File: src/rtl/sar_deserializer.sv
// Collects the serial MSB-first SAR result into parallel words, framed by the
// MSB-trial marker on SDAC, and buffers them in a small output FIFO.
module sar_deserializer #(
  parameter int BIT_ADC    = 8,
  parameter int FIFO_DEPTH = 4
) (
  input  logic                          CLK,
  input  logic                          XRST,
  input  logic                          EN,
  input  logic                          COMP_CLK,
  input  logic                          DIGITAL_OUT,
  input  logic [BIT_ADC:0]              SDAC,
  output logic [BIT_ADC-1:0]            DATA_OUT,
  output logic                          DATA_VALID,
  input  logic                          DATA_READY,
  output logic [$clog2(FIFO_DEPTH):0]   LEVEL,
  output logic                          OVERFLOW,
  output logic                          FRAME_ERR
);

  localparam int AW = $clog2(FIFO_DEPTH);
  localparam int LW = AW + 1;
  localparam int CW = $clog2(BIT_ADC) + 1;
  localparam logic [BIT_ADC:0] MSB_MARK = {1'b1, {BIT_ADC{1'b0}}};
  localparam logic [CW-1:0]    LAST_CNT = CW'(BIT_ADC - 1);
  localparam logic [LW-1:0]    FULL_LVL = LW'(FIFO_DEPTH);

  logic                 cc_q, cc_d;
  logic                 msb_flag_q, msb_flag_d;
  logic [CW-1:0]        cnt_q, cnt_d;
  logic [BIT_ADC-1:0]   word_q, word_d;
  logic                 frame_err_q, frame_err_d;
  logic                 overflow_q, overflow_d;
  logic [AW-1:0]        wr_ptr_q, wr_ptr_d;
  logic [AW-1:0]        rd_ptr_q, rd_ptr_d;
  logic [LW-1:0]        level_q, level_d;
  logic [BIT_ADC-1:0]   mem_q [FIFO_DEPTH];
  logic [BIT_ADC-1:0]   mem_d [FIFO_DEPTH];
  logic                 rise, fall, push, pop, full, wr_en;

  always_comb begin
    cc_d        = COMP_CLK;
    rise        = COMP_CLK & ~cc_q;
    fall        = ~COMP_CLK & cc_q;
    msb_flag_d  = msb_flag_q;
    cnt_d       = cnt_q;
    word_d      = word_q;
    frame_err_d = 1'b0;
    push        = 1'b0;
    if (!EN) begin
      msb_flag_d = 1'b0;
      cnt_d      = '0;
    end else begin
      if (rise) msb_flag_d = (SDAC == MSB_MARK);
      if (fall) begin
        if (msb_flag_q) begin
          // a marker while a word is pending means the previous frame was cut short
          frame_err_d          = (cnt_q != '0);
          word_d               = '0;
          word_d[BIT_ADC-1]    = DIGITAL_OUT;
          cnt_d                = CW'(1);
        end else if (cnt_q != '0) begin
          for (int i = 0; i < BIT_ADC; i++) begin
            if (cnt_q == CW'(BIT_ADC - 1 - i)) word_d[i] = DIGITAL_OUT;
          end
          if (cnt_q == LAST_CNT) begin
            push  = 1'b1;
            cnt_d = '0;
          end else begin
            cnt_d = cnt_q + CW'(1);
          end
        end
      end
    end
  end

  always_comb begin
    pop        = DATA_VALID & DATA_READY;
    full       = (level_q == FULL_LVL);
    wr_en      = push & (~full | pop);
    mem_d      = mem_q;
    wr_ptr_d   = wr_ptr_q;
    rd_ptr_d   = rd_ptr_q;
    level_d    = level_q;
    overflow_d = overflow_q | (push & full & ~pop);
    if (wr_en) begin
      mem_d[wr_ptr_q] = word_d;
      wr_ptr_d        = wr_ptr_q + AW'(1);
    end
    if (pop) rd_ptr_d = rd_ptr_q + AW'(1);
    case ({wr_en, pop})
      2'b10:   level_d = level_q + LW'(1);
      2'b01:   level_d = level_q - LW'(1);
      default: level_d = level_q;
    endcase
  end

  always_ff @(posedge CLK) begin
    if (!XRST) begin
      cc_q        <= 1'b0;
      msb_flag_q  <= 1'b0;
      cnt_q       <= '0;
      word_q      <= '0;
      frame_err_q <= 1'b0;
      overflow_q  <= 1'b0;
      wr_ptr_q    <= '0;
      rd_ptr_q    <= '0;
      level_q     <= '0;
      for (int i = 0; i < FIFO_DEPTH; i++) mem_q[i] <= '0;
    end else begin
      cc_q        <= cc_d;
      msb_flag_q  <= msb_flag_d;
      cnt_q       <= cnt_d;
      word_q      <= word_d;
      frame_err_q <= frame_err_d;
      overflow_q  <= overflow_d;
      wr_ptr_q    <= wr_ptr_d;
      rd_ptr_q    <= rd_ptr_d;
      level_q     <= level_d;
      mem_q       <= mem_d;
    end
  end

  assign DATA_VALID = (level_q != '0);
  assign DATA_OUT   = DATA_VALID ? mem_q[rd_ptr_q] : '0;
  assign LEVEL      = level_q;
  assign OVERFLOW   = overflow_q;
  assign FRAME_ERR  = frame_err_q;

endmodule

File: config.mk
export PLATFORM = sky130hd
export DESIGN_NAME = sar_deserializer
export DESIGN_NICKNAME = d
export VERILOG_FILES = /design/src/rtl/sar_deserializer.sv
export SDC_FILE = /design/constraint.sdc
export NUM_CORES = 1
export LEC_CHECK = 0
export ABC_CLOCK_PERIOD_IN_PS = 5700
export CAP_MARGIN = 15
export CORE_ASPECT_RATIO = 0.6
export CORE_MARGIN = 2
export CORE_UTILIZATION = 45
export DETAILED_ROUTE_END_ITERATION = 6
export GPL_TIMING_DRIVEN = 1
export PLACE_DENSITY = 0.66
export SLEW_MARGIN = 20
export SYNTH_ARGS = -nofsm -noshare
export SYNTH_HDL_FRONTEND = slang
export SYNTH_SLANG_ARGS = --single-unit
export TNS_END_PERCENT = 100
File: constraint.sdc
create_clock -name CLK -period 5.7 [get_ports CLK]
set_clock_uncertainty 0.1 [all_clocks]
set_input_delay 0.57 -clock CLK [delete_from_list [all_inputs] [get_ports CLK]]
set_output_delay 0.57 -clock CLK [all_outputs]
set_load 0.01 [all_outputs]
==> impl_metrics.py <==
metrics = {
    "clock_network": {
        "cts_tree": "yes",
        "clock_latency_ns": 0.32,
        "post_cts_buffers": 0,
        "ctsResizeCount": 0,
        "ctsHoldBuffers": 0,
        "clock_tree.buffer_depth": 2,
        "htree_levels": 2,
        "path_clk_slew_ns": 0.10,
        "cts_sinks": 55,
        "root_buffer": "clkbuf_8",
        "cts_buffers": 5,
    },
    "worst_hold_path": {
        "hold_end": "mem_q[7]$_SDFFE_PN0P_",
        "hp-class": "register to register",
        "min_from": "mem_q[7]$_SDFFE_PN0P_",
        "whs_path_depth": 1,
    },
    "setup_path": {
        "worst-r2r-setup-slack_ns": 2.94,
        "path_max_fanout": 6,
        "r2r-end": "LEVEL[2]$_SDFFE_PN0P_",
        "required_ns": 5.84,
        "crit_path_max_incr_delay_ns": 0.64,
        "cp_slowest_cell": "nor4b_4",
        "worstSetupStartpointType": "input pin",
        "reg2reg_from": "LEVEL[0]$_SDFFE_PN0P_",
        "cp-end-kind": "register",
        "crit_path_cell_trace": "clkdlybuf4s50_1 -> nor4b_4 -> nor3_2 -> inv_1 -> ha_1 -> inv_1 -> fa_1 -> xor2_1 -> or3_1 -> a21boi_0",
        "crit_path_frequent_cell": "inv_1",
        "worstSetupPathType": "input pin to register",
        "crit_arrival_ns": 3.20,
        "critPathBufInv": 3,
        "critical_path.top_delay_family": "simple AND/OR/NAND/NOR gates",
        "r2r_cells": 9,
    },
    "pwr": {
        "vdd_ir_drop_max_mv": 0.131,
        "p_sw_mw": 0.151,
        "p_leak_nw": 1.09,
        "seqPwrFrac": 0.563,
        "internal_power_mw": 0.532,
        "clock_power_share": 0.404,
        "p_sw_frac": 0.221,
        "pwr-share-comb": 0.033,
        "power_density_nw_per_um2": 220,
    },
    "floorplanning": {
        "core_um2": 5680,
        "rows": 21,
        "dieArea_um2": 6660,
        "die_w_um": 104,
        "dieHeight_um": 64.0,
        "io_pins": 29,
        "start_util": 0.476,
    },
    "sta": {
        "setup-violations-final": 0,
        "final_max_slew_viol_count": 0,
        "rsz0062_at_grt": "false",
        "period_share": 0.536,
        "worst_slew_pin_slew_ns": 0.811,
        "fin_hold_ws_ns": 0.408,
        "timing.fmax_mhz": 327,
        "post-route-min-period_ns": 3.05,
        "finalHoldViolCount": 0,
        "slew_headroom": 0.457,
        "finalSetupTns_ns": 0,
    },
    "final_layout": {
        "regArea_um2": 1100,
        "drive_gt1_frac": 0.124,
        "syn_to_final_growth_pct": 15.0,
        "fin_nets": 307,
        "diodes": 0,
        "multi_input_area_um2": 1460,
        "fin_area_um2": 3110,
        "fillCellCount": 514,
    },
    "detailed_routing": {
        "drt_iter0_markers": 114,
        "via_per_inst": 5.36,
        "ant_nets": 0,
        "routed_wl_mm": 5.39,
        "drtPass1Iterations": 4,
        "vias": 1945,
        "remaining_drc_errors": 0,
        "routedWlPerCell_um": 14.8,
    },
    "grt": {
        "antenna_found_initial": 0,
        "grt_pass1_wl_mm": 9.34,
        "grtUsageTotal": 0.174,
        "grt_pass1_vias": 1885,
        "grt-ovfl-total": 0,
        "grt_max_degree": 52,
    },
    "synth": {
        "synth_most_common_cell": "dfxtp_1",
        "syn_area_per_cell_um2": 10.3,
        "synthTopCellsByCount": "55 x dfxtp_1, 32 x a21oi_1, 29 x o21ai_0",
        "syn_inst": 262,
        "ys_ff_latch": 55,
        "ys_warn_count": 0,
        "synth.net_count": 287,
        "synth_edf_count": 0,
        "yosysTopAreaCellShare": 0.408,
        "synth_area_leader_cell": "dfxtp_1",
        "synth_area_leaders": "dfxtp_1 41%, mux4_2 6.7%, a21oi_1 5.9%",
        "yosysUniqueCellTypes": 43,
        "async_reset_ff_frac": 0,
        "ys.flop_type": "dfxtp_1",
        "yosysSeqAreaShare": 0.408,
        "netlist_area_um2": 2700,
    },
    "placed_design": {
        "routabilityCongestion": 0.829,
        "port_buffers": 28,
        "dp_hpwl_mm": 3.76,
        "dpl_cell_area_um2": 2990,
    },
    "job": {
        "maxCapViolations": 0,
    },
    "status": {
        "status": "finished, final reports clean",
    },
}
metrics by stage:
step / utilization / power (mW) / cells / setup slack [ns]
finish: 0.547 / 0.684 / 363 / 2.65
detailed placement: 0.526 / 0.416 / 355 / 2.31
global route: 0.547 / 0.710 / 363 / 2.46
CTS: 0.547 / 0.690 / 363 / 2.64
floorplan: - / 0.403 / 262 / 3.02
global placement: 0.526 / 0.416 / 355 / 2.40
cell families after synthesis:
kind of cell             synth area share
multiplexers                        0.107
flip-flops                          0.408
XOR/XNOR                           0.0162
adder cells (fa/ha/maj)            0.0491
AND/OR/NAND/NOR                     0.197
AO/OA/AOI/OAI                       0.170
buffers and inverters              0.0528
registers in the layout, indices dropped and copies added (netlist names):
name        flops
mem_q          32
word_q          8
cnt_q           4
LEVEL           3
rd_ptr_q        2
wr_ptr_q        2
FRAME_ERR       1
OVERFLOW        1
cc_q            1
msb_flag_q      1
power groups by stage:
| stage | Combinational (mW) | Sequential [mW] | Clock (mW) |
|---|---|---|---|
| 6_report | 0.0223 | 0.385 | 0.276 |
| 2_1_floorplan | 0.00954 | 0.394 | 0 |
| 3_5_place_dp | 0.0225 | 0.394 | 0 |
| 3_3_place_gp | 0.0224 | 0.394 | 0 |
| 5_1_grt | 0.0242 | 0.385 | 0.301 |
| 4_1_cts | 0.0225 | 0.385 | 0.282 |
placed cells by master, fill, tap and decap left out, drive strengths merged, types with 5 or more instances in the layout:
master / Yosys / routed
inv: 11 / 13
clkdlybuf4s50: 0 / 28
mux2: 8 / 8
nor4b: 9 / 9
ha: 9 / 9
nand2: 6 / 6
dfxtp: 55 / 55
nor2b: 11 / 11
mux4: 8 / 8
and2: 14 / 14
a21oi: 32 / 32
clkbuf: 7 / 5
o21ai: 32 / 32
nor2: 6 / 6
nand3b: 5 / 5
a22oi: 8 / 8
worst register-to-register path: stages (launching register included):
cell and delay [ns]:
dfxtp_1 0.38, nor4b_4 0.69, nor3_2 0.17, inv_1 0.09
ha_1 0.18, inv_1 0.06, fa_1 0.38, xor2_1 0.16
or3_1 0.30, a21boi_0 0.17
metal layers:
metal / up-vias / share of wire / track usage
met3: 5 / 0.036 / 0.0480
met2: 24 / 0.41 / 0.257
met1: 927 / 0.54 / 0.256
li1: 989 / - / -
met5: - / 0 / 0
met4: 0 / 0.0076 / 0.0355
area by class of cell:
type / instances / share of cell area
clock buffers: 5 / 0.0222
clock inverters: 3 / 0.0161
inverters: 11 / 0.0133
multi-input cells: 180 / 0.469
flip-flops and latches: 55 / 0.354
well taps: 80 / 0.0322
repair buffers: 29 / 0.0926
worst max-delay path by stage:
stage                          start                     to  slack (ns)  cells after the start
after detailed placement  DATA_READY  LEVEL[2]$_SDFFE_PN0P_        2.31                     10
after global placement    DATA_READY  LEVEL[2]$_SDFFE_PN0P_        2.40                     10
after global routing      DATA_READY  LEVEL[2]$_SDFFE_PN0P_        2.46                     10
final                     DATA_READY  LEVEL[2]$_SDFFE_PN0P_        2.65                     10
after floorplan           DATA_READY  LEVEL[2]$_SDFFE_PN0P_        3.02                      9
after CTS                 DATA_READY  LEVEL[2]$_SDFFE_PN0P_        2.64                     10
Note: power is estimated with default switching activity, not from simulation.
